## src/rtl/sdrc_multiport_arb.sv

```systemverilog
// sdrc_multiport_arb: multi-channel request arbiter in front of an SDRAM controller.
// Round-robin by default; define SDRC_ARB_FIXED_PRIO_EN for lowest-index priority.
module sdrc_multiport_arb #(
    parameter int NCH    = 4,
    parameter int APP_AW = 26,
    parameter int dw     = 32,
    parameter int bl     = 9
) (
    input  logic                    sdram_clk,
    input  logic                    sdram_resetn,
    input  logic [NCH-1:0]          ch_req,
    input  logic [NCH*APP_AW-1:0]   ch_req_addr,
    input  logic [NCH*bl-1:0]       ch_req_len,
    input  logic [NCH-1:0]          ch_req_wr_n,
    output logic [NCH-1:0]          ch_req_ack,
    input  logic [NCH*dw-1:0]       ch_wr_data,
    input  logic [NCH*(dw/8)-1:0]   ch_wr_en_n,
    output logic [NCH-1:0]          ch_wr_next,
    output logic [NCH-1:0]          ch_rd_valid,
    output logic [NCH-1:0]          ch_last_rd,
    output logic [dw-1:0]           ch_rd_data,
    output logic                    app_req,
    output logic [APP_AW-1:0]       app_req_addr,
    output logic [bl-1:0]           app_req_len,
    output logic                    app_req_wr_n,
    input  logic                    app_req_ack,
    output logic [dw-1:0]           app_wr_data,
    output logic [dw/8-1:0]         app_wr_en_n,
    input  logic                    app_wr_next_req,
    input  logic [dw-1:0]           app_rd_data,
    input  logic                    app_rd_valid,
    input  logic                    app_last_rd,
    input  logic                    app_last_wr,
    output logic                    arb_busy,
    output logic [$clog2(NCH)-1:0]  arb_gnt_id
);

    localparam int GW = $clog2(NCH);
    localparam int BW = dw / 8;

    typedef enum logic [1:0] {
        IDLE,
        REQ,
        WR,
        RD
    } state_t;

    state_t          state;
    state_t          state_nxt;
    logic [GW-1:0]   gnt;
    logic [GW-1:0]   gnt_nxt;
    logic [GW-1:0]   rr_ptr;
    logic [GW-1:0]   rr_nxt;
    logic [GW-1:0]   rr_ret;
    logic [GW-1:0]   win;
    logic            found;
    logic            any_req;
    logic [NCH-1:0]  gnt_oh;
    int              j;

    assign any_req    = |ch_req;
    assign gnt_oh     = NCH'(1) << gnt;
    assign arb_busy   = (state != IDLE);
    assign arb_gnt_id = gnt;

    // Read data is a shared bus; it is only forced quiet while reset is held.
    assign ch_rd_data = sdram_resetn ? app_rd_data : '0;

`ifdef SDRC_ARB_FIXED_PRIO_EN
    assign rr_ret = '0;
`else
    assign rr_ret = (gnt == GW'(NCH - 1)) ? '0 : gnt + 1'b1;
`endif

    // Pick the first requester at or above rr_ptr, wrapping past NCH-1.
    always_comb begin
        win   = '0;
        found = 1'b0;
        j     = 0;
        for (int k = 0; k < NCH; k++) begin
            j = int'(rr_ptr) + k;
            if (j >= NCH) begin
                j = j - NCH;
            end
            if (!found && ch_req[j]) begin
                found = 1'b1;
                win   = GW'(j);
            end
        end
    end

    // State, grant and round-robin pointer registers.
    always_ff @(posedge sdram_clk or negedge sdram_resetn) begin
        if (!sdram_resetn) begin
            state  <= IDLE;
            gnt    <= '0;
            rr_ptr <= '0;
        end else begin
            state  <= state_nxt;
            gnt    <= gnt_nxt;
            rr_ptr <= rr_nxt;
        end
    end

    // Next-state logic and per-state routing between granted channel and controller.
    always_comb begin
        state_nxt    = state;
        gnt_nxt      = gnt;
        rr_nxt       = rr_ptr;
        app_req      = 1'b0;
        app_req_addr = '0;
        app_req_len  = '0;
        app_req_wr_n = 1'b0;
        app_wr_data  = '0;
        app_wr_en_n  = '1;
        ch_req_ack   = '0;
        ch_wr_next   = '0;
        ch_rd_valid  = '0;
        ch_last_rd   = '0;
        unique case (state)
            IDLE: begin
                if (any_req) begin
                    gnt_nxt   = win;
                    state_nxt = REQ;
                end
            end
            REQ: begin
                app_req      = 1'b1;
                app_req_addr = ch_req_addr[int'(gnt)*APP_AW +: APP_AW];
                app_req_len  = ch_req_len[int'(gnt)*bl +: bl];
                app_req_wr_n = ch_req_wr_n[gnt];
                if (app_req_ack) begin
                    ch_req_ack = gnt_oh;
                    state_nxt  = ch_req_wr_n[gnt] ? RD : WR;
                end
            end
            WR: begin
                app_wr_data = ch_wr_data[int'(gnt)*dw +: dw];
                app_wr_en_n = ch_wr_en_n[int'(gnt)*BW +: BW];
                if (app_wr_next_req) begin
                    ch_wr_next = gnt_oh;
                    if (app_last_wr) begin
                        state_nxt = IDLE;
                        rr_nxt    = rr_ret;
                    end
                end
            end
            RD: begin
                if (app_rd_valid) begin
                    ch_rd_valid = gnt_oh;
                    if (app_last_rd) begin
                        ch_last_rd = gnt_oh;
                        state_nxt  = IDLE;
                        rr_nxt     = rr_ret;
                    end
                end
            end
            default: begin
                state_nxt = IDLE;
            end
        endcase
    end

endmodule

```

## config.mk

```make
export PLATFORM = sky130hd
export DESIGN_NAME = sdrc_multiport_arb
export DESIGN_NICKNAME = d
export VERILOG_FILES = /design/src/rtl/sdrc_multiport_arb.sv
export SDC_FILE = /design/constraint.sdc
export NUM_CORES = 1
export LEC_CHECK = 0
export BUFFER_PORTS_ARGS = -buffer_cell sky130_fd_sc_hd__buf_2
export CORE_AREA = 2 2 178 180
export CTS_BUF_LIST = sky130_fd_sc_hd__clkbuf_8
export DETAILED_ROUTE_END_ITERATION = 8
export DIE_AREA = 0 0 180 182
export HOLD_SLACK_MARGIN = 0.03
export SYNTH_ARGS = -nofsm -noshare
export SYNTH_HDL_FRONTEND = slang
export SYNTH_SLANG_ARGS = --single-unit
```

## constraint.sdc

```tcl
create_clock -name sdram_clk -period 5.16 [get_ports sdram_clk]
set_input_delay 1.032 -clock sdram_clk [delete_from_list [all_inputs] [get_ports sdram_clk]]
set_output_delay 1.032 -clock sdram_clk [all_outputs]
set_load 0.005 [all_outputs]
```

==> summary.txt <==
STA
  • Fin. Hold Viols: 0
  • TNS Setup: 0 ps
  • Max Slew Vio Count: 0
  • Fmax: 295.4 MHz
  • Final min period: 3385 ps
  • Final Skew: 1.279 ps
  • RSZ-0062 raised after global routing: false
  • Fin crit share: 0.6560
  • Setup violators final: 0
  • Slew @ Worst Pin: 1099 ps
  • Relative slew slack: 0.2674
  • Worst hold slack: 575.5 ps

Finish
  • Post-layout util: 0.1826
  • Area growth syn-to-layout: 91.41%
  • Commonest non-fill, non-tap cells in the layout: buf_2 (454), and2_1 (104), mux4_2 (72)
  • Final Non-Filler Cells: 1100
  • N_diodes: 0
  • Commonest non-fill, non-tap cell in the layout: buf_2
  • Final Cell Area: 0.005657 mm^2
  • Share of cells above drive strength 1: 0.7708
  • Final nets: 1035

Global routing
  • Global-route wire length before repair: 25.56 mm
  • Initial antenna violation count: 3
  • Overall routing resource usage: 0.1025
  • Grt ovf: 0
  • Largest net degree at the start of global routing: 78
  • Vias in the first global route: 4171

Floorplanning
  • Area of the die: 0.03276 mm^2
  • Core Rows: 65
  • Chip Width: 180 um
  • I/O pin cnt: 455
  • Core area: 0.03099 mm^2
  • Die height: 182 um
  • Initial Utilization: 0.09538

Worst setup path
  • Worst EP required: 4130 ps
  • Slowest stage delay, CP: 870 ps
  • Slowest-stage cell, CP: dfrtp_4
  • Critical path fanouts, max: 37
  • CP cell instances: buf_4 > mux4_2 > and2_1 > buf_2
  • Reg2reg path depth: 4
  • Bufs and invs on worst path: 2
  • WS Path Type: reg -> out
  • Setup crit end kind: primary output
  • Worst path top cell family by delay: flip-flops
  • Arrival time at the worst endpoint: 2350 ps
  • Worst Setup Start Kind: flop
  • Crit path depth: 4

Place
  • GPL Wtd Cong: 0.8494
  • Placed wire-length estimate: 15.61 mm
  • # placed instances: 1097
  • Post-DP Area: 0.005615 mm^2
  • Count of port buffers added during placement: 454

Clock network
  • Total number of H-tree levels: 1
  • Root buf cell: clkbuf_8
  • Hold Buf Count CTS: 0
  • # clock sinks: 6
  • Post-CTS Resized: 0
  • Reg clk slew, reported paths: 40 ps
  • Clock latency at the later pin of the worst-skew pair: 220 ps
  • CTS tree: built
  • TritonCTS buffer count: 3
  • CTS Buffer Depth: 2
  • # Post-CTS Setup Buffers: 0

Routing
  • Routed Antenna Nets: 0
  • Wirelength per Cell: 16.66 um
  • DR vias/cell: 3.809
  • Total number of vias: 4190
  • DR pass1 iterations: 4
  • DRT Wirelength: 18.32 mm
  • Residual DRC: 0
  • DRT iter0 DRCs: 144

Synth
  • Synth cell types: 28
  • Yosys warns: 0
  • Largest cells by area after synthesis: mux4_2 (55%), and2_1 (22%), dfrtp_1 (5.1%)
  • Cell accounting for the most synthesized area: mux4_2
  • Avg Inst Size Synth: 11.11 um^2
  • Yosys top cell area share: 0.5487
  • Cells after Synth: 266
  • Post-Syn Area: 0.002955 mm^2
  • Syn Nets: 601
  • Number of synthesized register bits: 6
  • Sequential fraction of the synthesis area: 0.05080

Pwr
  • Pleak: 2.941 nW
  • PD cells: 318.1 mW/mm^2
  • Peak VDD IR: 0.1692 mV

Job
  • MaxCap Viol Count: 0

Worst hold path
  • WHS Path Cells: 1
  • Worst min path class: reg -> reg

Run status
  • Status: finished clean
layout make-up:
cell class              count  area (um^2)
repair buffers            457         2307
multi-input cells         229         2636
fillers                  3485        25330
clock buffers               3        41.29
flip-flops and latches      6        157.7
well taps                 402        503.0
inverters                   3        11.26
through the flow:
| stage | worst slack, ps | power [mW] |
|---|---|---|
| finish | 1775 | 1.799 |
| global route | 1575 | 1.960 |
| CTS | 1703 | 1.847 |
| detailed placement | 1937 | 1.764 |
| global placement | 1977 | 1.740 |
| floorplan | 2472 | 1.163 |
path summary, 6_finish.rpt:
kind                          startpoint         endpoint  slack [ps]
setup / recovery           arb_gnt_id[0]  app_wr_data[26]        1770
hold / removal                 rr_ptr[0]        rr_ptr[0]         580
setup reg to reg           arb_gnt_id[0]         state[0]        2720
hold reg to reg                rr_ptr[0]        rr_ptr[0]         580
max in group asynchronous   sdram_resetn    arb_gnt_id[1]        3980
min in group asynchronous   sdram_resetn    arb_gnt_id[0]         790
cell families after synthesis:
logic type	count (synthesis)	synth area share
buffers and inverters	31	0.06054
AO/OA/AOI/OAI	10	0.02159
flip-flops	6	0.05080
AND/OR/NAND/NOR	140	0.2904
multiplexers	75	0.5597
adder cells (fa/ha/maj)	4	0.01694
state kept, by name, indices dropped and copies added, names as in the netlist:
signal and cells:
rr_ptr 2, state 2, arb_gnt_id 2
worst reg2reg max path, stage by stage, from the launching register on:
cell and delay [ps]:
dfrtp_4 870, buf_12 340, mux4_2 590, nor3b_1 410, o21ai_1 100
synthesized netlist by cell type:
library cell and instances:
dfrtp_1 6, nor3b_1 1, nor2_1 4, buf_6 7
nand2b_1 5, nand2_1 4, a21oi_1 2, nand3_1 1
o31ai_1 1, nor4_1 1, mux2i_1 1, ha_1 4
inv_1 3, buf_2 8, clkbuf_1 13, or2_0 1
o32ai_1 1, and2_1 104, mux4_2 72, or2_1 1
and3b_1 1, o21ai_1 1, nor2b_1 3, a311oi_1 1
mux2_2 2, o21ai_0 3, a211o_1 1, and3_1 14
report_power, final:
group          total [mW]  switching [mW]  internal [mW]
Clock              0.0722          0.0219         0.0503
Sequential          0.275           0.203         0.0718
Combinational        1.45           0.570          0.883
Total                1.80           0.794           1.00
metal layers:
layer / global-route usage / vias to the layer above / share of wire
li1: - / 1888 / -
met1: 0.1205 / 2006 / 0.37
met2: 0.1940 / 280 / 0.53
met3: 0.02306 / 12 / 0.094
met4: 0.01203 / 4 / 0.0081
met5: 0 / - / 0.0015
Note: power is estimated with default switching activity, not from simulation.
